[src/rtl/six_step_commutation_sequencer.sv]
// Six-step commutation sequencer for the PMSM_v4 motor model.
// Runs an align -> open-loop ramp -> run start-up, in either rotation
// direction, and produces the registered {a,b,c} phase pattern together with
// sector, sector strobe, running flag and electrical revolution count.
// Optional feature macro: DEAD_TIME_EN. When defined, every sector advance
// shows DEAD_CYCLES all-off cycles before the new pattern.
module six_step_commutation_sequencer #(
  parameter int PERIOD_W    = 16,
  parameter int STEP_W      = 8,
  parameter int DEAD_CYCLES = 2
) (
  input  logic                clk,
  input  logic                rst,
  input  logic                enable,
  input  logic                dir,
  input  logic [PERIOD_W-1:0] align_ticks,
  input  logic [PERIOD_W-1:0] start_period,
  input  logic [PERIOD_W-1:0] target_period,
  input  logic [STEP_W-1:0]   ramp_step,
  output logic [2:0]          V_phase,
  output logic [2:0]          sector,
  output logic                sector_strobe,
  output logic                running,
  output logic [15:0]         rev_count
);

`ifdef DEAD_TIME_EN
  localparam bit DEAD_EN = 1'b1;
`else
  localparam bit DEAD_EN = 1'b0;
`endif
  localparam bit                USE_DEAD = DEAD_EN && (DEAD_CYCLES > 0);
  localparam logic [PERIOD_W-1:0] ONE    = PERIOD_W'(1);
  localparam logic [PERIOD_W-1:0] DEAD_P = PERIOD_W'(DEAD_CYCLES);

  typedef enum logic [1:0] {S_IDLE, S_ALIGN, S_RAMP, S_RUN} state_e;

  state_e              state_q, state_d;
  logic [PERIOD_W-1:0] counter_q, counter_d;
  logic [PERIOD_W-1:0] cur_period_q, cur_period_d;
  logic [PERIOD_W-1:0] dead_left_q, dead_left_d;
  logic [2:0]          v_phase_q, v_phase_d;
  logic [2:0]          sector_q, sector_d;
  logic                strobe_q, strobe_d;
  logic                running_q, running_d;
  logic [15:0]         rev_q, rev_d;

  // Phase pattern for each sector; out-of-range codes are all-off.
  function automatic logic [2:0] sector_pattern(input logic [2:0] s);
    case (s)
      3'd0:    sector_pattern = 3'b100;
      3'd1:    sector_pattern = 3'b110;
      3'd2:    sector_pattern = 3'b010;
      3'd3:    sector_pattern = 3'b011;
      3'd4:    sector_pattern = 3'b001;
      3'd5:    sector_pattern = 3'b101;
      default: sector_pattern = 3'b000;
    endcase
  endfunction

  // A period of zero behaves as a one-cycle sector.
  logic [PERIOD_W-1:0] eff_period;
  logic [PERIOD_W-1:0] step_ext;
  logic [PERIOD_W-1:0] ramped_period;
  logic                boundary;
  logic                align_done;
  logic                wrap;
  logic [2:0]          sector_next;

  assign eff_period = (cur_period_q == '0) ? ONE : cur_period_q;
  assign step_ext   = PERIOD_W'(ramp_step);
  // max(cur - step, target) without ever letting the subtraction underflow.
  assign ramped_period = (cur_period_q <= target_period)                  ? target_period :
                         ((cur_period_q - target_period) > step_ext)     ? cur_period_q - step_ext :
                                                                           target_period;
  assign boundary    = ((state_q == S_RAMP) || (state_q == S_RUN)) &&
                       (counter_q >= eff_period - ONE);
  assign align_done  = (align_ticks == '0) || (counter_q >= align_ticks - ONE);
  // dir is only consumed on a boundary cycle, so a mid-sector change never
  // shortens or skips a sector.
  assign wrap        = dir ? (sector_q == 3'd0) : (sector_q == 3'd5);
  assign sector_next = dir ? ((sector_q == 3'd0) ? 3'd5 : sector_q - 3'd1)
                           : ((sector_q == 3'd5) ? 3'd0 : sector_q + 3'd1);

  // State and registered outputs; asynchronous reset returns everything to idle.
  always_ff @(posedge clk or posedge rst) begin
    // NOTE: non-blocking assignments here so every register samples the
    // pre-edge values computed by the combinational processes.
    if (rst) begin
      state_q      <= S_IDLE;
      counter_q    <= '0;
      cur_period_q <= '0;
      dead_left_q  <= '0;
      v_phase_q    <= 3'b000;
      sector_q     <= 3'd0;
      strobe_q     <= 1'b0;
      running_q    <= 1'b0;
      rev_q        <= 16'd0;
    end else begin
      state_q      <= state_d;
      counter_q    <= counter_d;
      cur_period_q <= cur_period_d;
      dead_left_q  <= dead_left_d;
      v_phase_q    <= v_phase_d;
      sector_q     <= sector_d;
      strobe_q     <= strobe_d;
      running_q    <= running_d;
      rev_q        <= rev_d;
    end
  end

  // Next-state logic: enable low always wins and parks the FSM in IDLE.
  always_comb begin
    // NOTE: default first so every path assigns state_d and no latch is inferred.
    state_d = state_q;
    if (!enable) begin
      state_d = S_IDLE;
    end else begin
      case (state_q)
        S_IDLE:  state_d = (align_ticks == '0) ? S_RAMP : S_ALIGN;
        S_ALIGN: if (align_done) state_d = S_RAMP;
        S_RAMP:  if (boundary && (ramped_period == target_period)) state_d = S_RUN;
        S_RUN:   state_d = S_RUN;
        default: state_d = S_IDLE;
      endcase
    end
  end

  // Datapath and output next values: counter, period, sector, pattern, status.
  always_comb begin
    counter_d    = counter_q;
    cur_period_d = cur_period_q;
    dead_left_d  = dead_left_q;
    v_phase_d    = v_phase_q;
    sector_d     = sector_q;
    strobe_d     = 1'b0;
    rev_d        = rev_q;
    running_d    = (state_d == S_RUN);
    if (!enable) begin
      // Stop: outputs off, sector and revolution count are kept.
      counter_d   = '0;
      v_phase_d   = 3'b000;
      dead_left_d = '0;
    end else begin
      case (state_q)
        S_IDLE: begin
          counter_d    = '0;
          sector_d     = 3'd0;
          v_phase_d    = sector_pattern(3'd0);
          cur_period_d = start_period;
          dead_left_d  = '0;
        end
        S_ALIGN: begin
          if (align_done) begin
            counter_d    = '0;
            cur_period_d = start_period;
          end else begin
            counter_d = counter_q + ONE;
          end
        end
        S_RAMP, S_RUN: begin
          if (boundary) begin
            counter_d    = '0;
            sector_d     = sector_next;
            strobe_d     = 1'b1;
            cur_period_d = (state_q == S_RAMP) ? ramped_period : target_period;
            if (wrap) rev_d = rev_q + 16'd1;
            if (USE_DEAD) begin
              v_phase_d   = 3'b000;
              dead_left_d = DEAD_P - ONE;
            end else begin
              v_phase_d = sector_pattern(sector_next);
            end
          end else begin
            counter_d = counter_q + ONE;
            if (dead_left_q != '0) begin
              v_phase_d   = 3'b000;
              dead_left_d = dead_left_q - ONE;
            end else begin
              v_phase_d = sector_pattern(sector_q);
            end
          end
        end
        default: counter_d = '0;
      endcase
    end
  end

  assign V_phase       = v_phase_q;
  assign sector        = sector_q;
  assign sector_strobe = strobe_q;
  assign running       = running_q;
  assign rev_count     = rev_q;

endmodule
[config.mk]
export PLATFORM = sky130hd
export DESIGN_NAME = six_step_commutation_sequencer
export DESIGN_NICKNAME = d
export VERILOG_FILES = /design/src/rtl/six_step_commutation_sequencer.sv
export SDC_FILE = /design/constraint.sdc
export NUM_CORES = 1
export LEC_CHECK = 0
export BUFFER_PORTS_ARGS = -buffer_cell sky130_fd_sc_hd__buf_2
export CAP_MARGIN = 0
export CORE_ASPECT_RATIO = 1.75
export CORE_MARGIN = 4
export CORE_UTILIZATION = 45
export CTS_BUF_LIST = sky130_fd_sc_hd__clkbuf_2
export DETAILED_ROUTE_END_ITERATION = 8
export PLACE_DENSITY = 0.63
export SYNTH_ARGS = -nofsm -noshare
export SYNTH_HDL_FRONTEND = slang
export SYNTH_SLANG_ARGS = --single-unit
[constraint.sdc]
create_clock -name clk -period 7.95 [get_ports clk]
set_input_delay 1.59 -clock clk [delete_from_list [all_inputs] [get_ports clk]]
set_output_delay 1.59 -clock clk [all_outputs]
set_load 0.01 [all_outputs]
* Word level (Yosys, flattened, before mapping)
Cells that the tools add are included.
Operators by class: multiplexer cells 35, $lt $le $gt $ge 4, add/subtract/negate cells 9, reductions and logical operators 16, equal/unequal tests 20
Operators by type and width (count):
- $mux W16 | 12
- $pmux W16 S3 | 2
- $sub A16 B1 Y16 const B | 3
- $pmux W3 S6 | 2
- $add A16 B1 Y16 const B | 2
- $ge A16 B16 Y1 | 2
- $logic_not A16 Y1 | 2
- $pmux W16 S2 | 1
- $mux W3 | 7
- $eq A16 B16 Y1 | 1
- $gt A16 B8 Y1 | 1
- $le A16 B16 Y1 | 1
- $reduce_bool A16 Y1 | 1
- $sub A16 B16 Y16 | 1
- $sub A16 B8 Y16 | 1
- $eq A3 B2 Y1 const B | 4
- $eq A3 B3 Y1 const B | 4
- $pmux W3 S2 | 2
- $reduce_and A3 Y1 | 3
- $mux W2 | 4
- $pmux W2 S4 | 1
- $eq A2 B2 Y1 const B | 3
- $eq A3 B1 Y1 const B | 2
- $logic_not A3 Y1 | 2
- 13 further kinds | 20
Storage, ports and cells: word-level logic and storage cells 93, output and inout bits 24, bits of input ports 60, register bits after elaboration 74

* Depth between registers and ports, before layout
Gate-level depths: netlist of the first run.
word-level depth 10, mapped depth 22, depth with buffers taken out 20

* Least setup slack after synthesis of the first run
No wires, ideal clock.
path type input-to-reg, start point input align_ticks[4], end point register cur_period_q[0], path buffers 2, arrival time 4.606 ns, required time 7.811 ns, slack 3.205 ns, setup time 0.139 ns, stages on the path 14, path through or4_4 > or4_4 > nor3_1 > xnor2_1 > ha_1 > a21o_1 > a21o_1 > a2111oi_2 > o21ai_4 > and3_1 > buf_6 > buf_8 > nand3b_1 > o221ai_1
Between the ends: cells in the longest elaborated chain, start to end 5, elaborated cells on any way between the ends 6, classes of those cells add/sub: 1; order compare: 1; eq/ne: 1; reduce/logical: 3
Ends and longest elaborated chain:
- from (decl) | line 16 | input logic [PERIOD_W-1:0] align_ticks,
- $sub A16 B1 Y16 | line 78 | assign align_done = (align_ticks == '0) || (counter_q >= align_ticks - ONE);
- $ge A16 B16 Y1 | line 78
- $logic_or A1 B1 Y1 * | line 78
- $ne A2 B2 Y1 (no line) *
- $reduce_and A3 Y1 (no line) *
- to (signal assigned) | line 102 | cur_period_q <= cur_period_d;
- to (decl) | line 40 | logic [PERIOD_W-1:0] cur_period_q, cur_period_d;
Every way passes the cells marked *; elsewhere a longest branch is shown, timed or not. A chain may end at the register's enable or synchronous reset.

* Worst setup path in the final report of the first run
start point register cur_period_q[9], end point register cur_period_q[13]
Between the ends: cells in the longest elaborated chain, start to end 7, elaborated cells on any way between the ends 16, classes of those cells add/sub: 3; order compare: 3; eq/ne: 1; mux: 6; reduce/logical: 3
Ends and longest elaborated chain (line):
- $logic_not A16 Y1 / $sub A16 B16 Y16 (equally long branches) | 70, 74
- $mux W16 / $gt A16 B8 Y1 (equally long branches) | 70, 74
- $sub A16 B1 Y16 / $mux W16 (equally long branches) | 77, 74
- $ge A16 B16 Y1 / $mux W16 (equally long branches) | 77, 73
- $logic_and A1 B1 Y1 / $mux W16 (equally long branches) | 76, 166
- $ne A2 B2 Y1 (no line) / $mux W16 (equally long branches)
- $reduce_and A3 Y1 (no line) / $pmux W16 S3 (equally long branches)
Several ways; a longest one is shown, not always the timed one. The select of a mux whose other input is x is not followed.

==> summary.md, run 1 <==
| Metric | Value |
|---|---|
| Syn_nets | `989` |
| Wire per inst | `roughly 17 µm` |
| Setup crit end kind | `register` |
| Largest net degree at the start of global routing | `75` |
| # rows | `61` |
| Cts hold-fix bufs | `0` |
| I/O pin cnt | `84` |
| Register area share after synthesis | `25.62%` |
| Max Cap Viol | `0` |
| Initial antenna violation count | `1` |
| Min cycle time layout | `5380 ps` |
| DR pass1 iterations | `4` |
| Clock Latency Late Sink | `560 ps` |
| CP Data Required Time | `8440 ps` |
| Area of the multi-input gates | `between 5000 and 6000 µm²` |
| WS Path Type | `register to register` |
| Area Overhead vs Synth | `8.570%` |
| Ys async rst share | `100.0%` |
| Leak | `3.675 nW` |
| Maximum clock insertion buffer count | `2` |
| Hold Slack | `488.7 ps` |
| First-pass GRT wire length | `30.35 mm` |
| Worst EP arrival | `5870 ps` |
| Crit-path cells | `or3_4, or3_1, nor2_1, nand2_1, nor3_1, nor2_1, ha_1, nand2b_1, nor3_1, nand2_1, xnor2_1, ha_1, and4_1, a221oi_1, a21o_1, clkinv_1, a221o_1` |
| Sw frac | `47.54%` |
| Yosys reg bits | `74` |
| Ys flop type | `dfrtp_1` |
| Detailed placement HPWL | `14.53 mm` |
| Fin crit share | `67.67%` |
| Clk sinks | `74` |
| Mapped Cells | `approximately 860` |
| PD cells | `227.2 nW/µm²` |
| Setup Skew | `approximately 50 ps` |
| Storage element area | `about 1900 µm²` |
| Core area | `about 16000 µm²` |
| Synth unique cells | `77` |
| Port Buffer Count | `83` |
| Slowest stage cell on the critical path | `a21o_1` |
| Via density | `5.730` |
| Rel. slew slack | `19.31%` |
| Maximum clock frequency | `0.1859 GHz` |
| Count of flip-flops with a built-in enable after synthesis | `0` |
| NetSw | `0.0008475 W` |
| Initial Util | `between 40% and 50%` |
| Mapped Area | `7227 µm²` |
| Die Area | `between 15000 and 20000 µm²` |
| Hold crit path type | `register to register` |
| Status | `complete, no violations` |
| Layout cells sized above 1 | `14.83%` |
| Number of global-route vias before repair | `6309` |
| Initial DRC Count | `320` |
| Chip Width | `103.8 µm` |
| Unrepaired setup endpoints after global routing | `false` |
| CTS Buf Count | `9` |
| Setup TNS | `0 ps` |
| Final nets | `1053` |
| Seq pwr share | `29.6%` |
| DRT Wirelength | `18.61 mm` |
| Slew Viols, Final | `0` |
| Peak VDD IR | `165.5 µV` |
| Setup Viol. Count Final | `0` |
| # resized after CTS | `0` |
| Grt total ovfl | `0` |
| GR Util All Layers | `20.48%` |
| Startpoint Class | `register` |
| Crit path largest cell delay | `640 ps` |
| Synth Area per Inst | `8.453 µm²` |
| FILL cells | `approximately 1600` |
| Vias after detailed routing | `between 6000 and 7000` |
| Post-CTS Setup Repair Bufs | `0` |
| Htree depth | `3` |
| Critical path peak fanout | `15` |
| Remaining DRCs | `0` |
| Clock power frac | `between 10% and 20%` |
| TritonCTS clock tree | `done` |
| Antenna Nets Post-Route | `0` |
| GPL Wtd Cong | `between 0.8 and 0.9` |
| Fin. Hold Viols | `0` |
| Root Driver | `clkbuf_2` |
| Pint | `approximately 0.00094 W` |
| Ys Warns | `0` |
| Die Height | `~180 µm` |
| Clock-pin slew on the worst setup and hold paths | `270 ps` |
| Worst slew pin tran | `~1200 ps` |
| Combinational share of power | `about three fifths` |
[flip-flops by register name, indices dropped and copies added, names as in the netlist]
register and count:
counter_q 16, cur_period_q 16, sector_strobe 1, sector 3, state_q 2, dead_left_q 16, V_phase 3, rev_count 16
running 1
[cell usage after synthesis (all sizes together), types with 14 or more instances]
cell | number | area, µm²
nor2 | 89 | 334.1
nand2 | 78 | 305.3
dfrtp | 74 | 1852
ha | 72 | 900.9
xnor2 | 60 | 525.5
a21oi | 52 | 260.3
inv | 45 | 168.9
xor2 | 41 | 359.1
nand3 | 34 | 175.2
o21ai | 32 | 178.9
clkbuf | 21 | 78.83
nor3 | 21 | 105.1
mux2i | 19 | 190.2
a21o | 14 | 105.1
[kinds of logic (layout without fill, tap and decap cells)]
kind of cell    count (synthesis)  count (layout)  synth area share, %
fa+ha+maj                      74              74                13.02
compound gates                181             181                17.64
buf+inv                        78             147                4.571
other cells                     0               1                    0
xor+xnor                      103             103                12.86
mux                            23              23                3.255
simple gates                  322             322                23.03
flops                          74              74                25.62
[layout make-up]
cell class	instances	share of cell area (%)
Multi-Input combinational cell	703	64.46
Sequential cell	74	23.60
Timing Repair Buffer	85	5.486
Tap cell	189	3.014
Inverter	46	2.201
Clock inverter	7	0.6379
Clock buffer	9	0.5741
Antenna cell	1	0.03189
[stage by stage]
| step | std cells | util [%] | total power (W) | area, µm² | worst slack [ps] |
|---|---|---|---|---|---|
| floorplan | 855 | - | 0.001359 | 7227 | 3205 |
| global placement | 1097 | 49.05 | 0.001579 | 7749 | 2508 |
| detailed placement | 1097 | 49.05 | 0.001581 | 7749 | 2414 |
| CTS | 1113 | 49.65 | 0.001791 | 7844 | 2581 |
| global route | 1114 | 49.66 | 0.001949 | 7846 | 2169 |
| finish | 1114 | 49.66 | 0.001783 | 7846 | 2570 |
[worst max-delay path, delay by kind of cell (launching register included)]
kind                     cells  cell delay, ps
flip-flops                   1             610
AND/OR/NAND/NOR             10            1990
AO/OA/AOI/OAI                3            1510
buffers and inverters        1             580
XOR/XNOR                     1             130
adder cells (fa/ha/maj)      2             490
[final timing paths]
path | start | to | slack (ps) | depth (start not counted)
min in group asynchronous | rst | sector_strobe | 1290 | 3
max | cur_period_q[9] | cur_period_q[13] | 2570 | 17
max in group asynchronous | rst | running | 5990 | 3
min reg2reg | rev_count[15] | rev_count[15] | 490 | 1
min | rev_count[15] | rev_count[15] | 490 | 1
max reg2reg | cur_period_q[9] | cur_period_q[13] | 2570 | 17
[routing by layer]
| layer | up-vias | track usage [%] | share of wire, % |
|---|---|---|---|
| met3 | 45 | 3.788 | 4.7 |
| met2 | 163 | 38.47 | 52 |
| met5 | - | 0 | 0 |
| met1 | 3008 | 22.47 | 40 |
| met4 | 0 | 8.486 | 3.3 |
| li1 | 3167 | - | - |
[placed cells by master, fill, tap and decap left out, types with 4 or more instances in the layout]
cell	Yosys	final
nand3b_1	10	10
nand2_1	73	73
nor3_1	21	21
a21o_1	14	14
xor2_1	41	41
nor4_1	6	6
a211oi_1	9	8
o211ai_1	11	11
nor2_1	89	89
nand3_1	33	33
nand2b_1	12	12
o221ai_1	4	4
xnor2_1	60	60
nor2b_1	11	11
ha_1	72	72
a21oi_1	52	52
or3_1	7	7
dfrtp_1	74	74
and2_1	7	7
o21bai_1	5	5
a31oi_1	7	7
and3_1	11	11
o21ai_0	27	27
buf_2	6	83
inv_1	45	44
o31a_1	5	5
nand4_1	11	11
mux2i_1	19	19
nand2_2	5	5
mux2_2	4	4
clkbuf_2	0	9
o21a_1	5	5
[power groups by stage]
stage / clock (W) / combinational, W / sequential [W]
finish: 0.000200 / 0.00105 / 0.000528
detailed placement: 0 / 0.00105 / 0.000533
global route: 0.000219 / 0.00120 / 0.000535
CTS: 0.000208 / 0.00106 / 0.000526
floorplan: 0 / 0.000879 / 0.000481
global placement: 0 / 0.00105 / 0.000533
Note: power is estimated with default switching activity, not from simulation.
==> run 2, diff against run 1 <==
==> constraint.sdc (replaced) <==
create_clock -name clk -period 5.6 [get_ports clk]
set_input_delay 1.12 -clock clk [delete_from_list [all_inputs] [get_ports clk]]
set_output_delay 1.12 -clock clk [all_outputs]
set_load 0.01 [all_outputs]
==> run 2 against run 1 <==
- utilization increased by 0.095 points
- clock power increased by 34%
- count of clock-buffer cells in the layout increased by 1
- sequential share of layout area about the same
- sequential power increased by 40%
- via count decreased by 0.39%
- register-to-register slack got worse by 2000 ps
- fmax increased by 6.3%
- first-iteration DRC count decreased by 1.6%
==> summary.md, run 2 (synthesis gave the netlist of run 1 again) <==
| Metric | Value |
|---|---|
| I/O pin cnt | `84` |
| Setup Skew | `36.22 ps` |
| First-pass GRT wire length | `31.13 mm` |
| NetSw | `0.001197 W` |
| Root Driver | `clkbuf_2` |
| Final nets | `1055` |
| Vias after detailed routing | `6358` |
| Post-CTS Setup Repair Bufs | `0` |
| Final core utilization | `49.76%` |
| Maximum clock frequency | `0.1975 GHz` |
| Setup crit end kind | `register` |
| Port Buffer Count | `83` |
| CP Data Required Time | `6030 ps` |
| GR Util All Layers | `20.70%` |
| Chip Width | `103.8 µm` |
| Combinational share of power | `roughly 60%` |
| Wire per inst | `about 17 µm` |
| Peak VDD IR | `177.8 µV` |
| Critical path peak fanout | `15` |
| Slew Viols, Final | `0` |
| Initial antenna violation count | `1` |
| Antenna Nets Post-Route | `0` |
| DRT Wirelength | `18.54 mm` |
| Min cycle time layout | `5063 ps` |
| Area of the multi-input gates | `5061 µm²` |
| Core area | `15800 µm²` |
| GPL Wtd Cong | `0.9205` |
| Most common cell after layout, fill and taps aside | `nor2_1` |
| Storage element area | `1852 µm²` |
| TritonCTS clock tree | `done` |
| Remaining DRCs | `0` |
| Worst EP arrival | `around 5500 ps` |
| Fin. Hold Viols | `0` |
| Most frequent cells in the layout | `nor2_1, buf_2, dfrtp_1` |
| Hold crit path type | `register to register` |
| Cts hold-fix bufs | `0` |
| Layout cells sized above 1 | `between 15 and 20%` |
| Worst slew pin tran | `approximately 1200 ps` |
| Status | `complete, no violations` |
| Fin crit share | `90.41%` |
| Area Overhead vs Synth | `8.778%` |
| PD cells | `321.7 nW/µm²` |
| Clock power frac | `10.6%` |
| Grt total ovfl | `0` |
| Setup TNS | `0 ps` |
| CTS Buf Count | `9` |
| Max Cap Viol | `0` |
| Htree depth | `3` |
| Number of global-route vias before repair | `approximately 6300` |
| Clock-pin slew on the worst setup and hold paths | `220 ps` |
| Seq pwr share | `roughly 29%` |
| Detailed placement HPWL | `14.91 mm` |
| Sw frac | `47.33%` |
| FILL cells | `1613` |
| Pint | `0.001332 W` |
| Initial Util | `45.74%` |
| # rows | `61` |
| Via density | `5.697` |
| Maximum clock insertion buffer count | `2` |
| Unrepaired setup endpoints after global routing | `false` |
| Die Height | `175.6 µm` |
| WS Path Type | `register to register` |
| Die Area | `between 15000 and 20000 µm²` |
| Setup Viol. Count Final | `0` |
| DR pass1 iterations | `5` |
| Rel. slew slack | `22.01%` |
| Startpoint Class | `register` |
| Leak | `between 3 and 4 nW` |
| # resized after CTS | `0` |
| Clock Latency Late Sink | `540 ps` |
| Largest net degree at the start of global routing | `45` |
| Initial DRC Count | `roughly 320` |
| Clk sinks | `74` |
[run 2: final cells by class]
cell class                      instances  area share, %
Clock inverter                          6         0.5252
Antenna cell                            1        0.03183
Clock buffer                           10         0.6366
Multi-Input combinational cell        703          64.38
Inverter                               46          2.196
Sequential cell                        74          23.56
Tap cell                              189          3.008
Timing Repair Buffer                   87          5.666
[run 2: power by group through the flow]
stage                     clock network [W]  logic (W)  registers (W)
after floorplan                           0    0.00125       0.000682
after global placement                    0    0.00151       0.000746
after detailed placement                  0    0.00151       0.000746
after CTS                          0.000275    0.00152       0.000737
after global routing               0.000300    0.00172       0.000753
final                              0.000268    0.00152       0.000737
[run 2: stage by stage]
| stage | std cells | power, W | setup WS, ps | area (µm²) | hold slack [ps] |
|---|---|---|---|---|---|
| after global placement | 1099 | 0.002256 | 557.7 | 7764 | 459.6 |
| final | 1116 | 0.002529 | 537.0 | 7861 | 494.5 |
| after floorplan | 855 | 0.001930 | 1325 | 7227 | 474.3 |
| after global routing | 1116 | 0.002773 | 7.753 | 7861 | 521.9 |
| after detailed placement | 1099 | 0.002261 | 549.8 | 7764 | 468.6 |
| after CTS | 1115 | 0.002536 | 505.3 | 7855 | 497.0 |
[run 2: worst max-delay path, stage by stage (launching register included)]
cell	delay, ps
dfrtp_1	570
or3_4	470
or3_1	420
nor2_1	160
nand2_1	100
nor3_1	140
nor2_1	80
ha_1	210
nand2b_1	140
nor3_1	120
nand2_1	110
xnor2_1	130
ha_1	280
and4_1	210
a221oi_1	420
a21o_1	570
clkinv_1	470
a221o_1	390
[run 2: path summary, 6_finish.rpt]
kind	from	endpoint	slack, ps	cells after the start
max	cur_period_q[9]	cur_period_q[11]	540	17
min in group asynchronous	rst	rev_count[7]	620	2
min	rev_count[15]	rev_count[15]	490	1
min reg2reg	rev_count[15]	rev_count[15]	490	1
max in group asynchronous	rst	dead_left_q[3]	3910	3
max reg2reg	cur_period_q[9]	cur_period_q[11]	540	17
[run 2: layer usage]
layer	vias to the layer above	global-route usage (%)	wire, µm
li1	3181	-	-
met1	3002	22.64	7307
met2	139	40.00	9996
met3	36	3.163	695
met4	0	7.488	544
met5	-	0	0
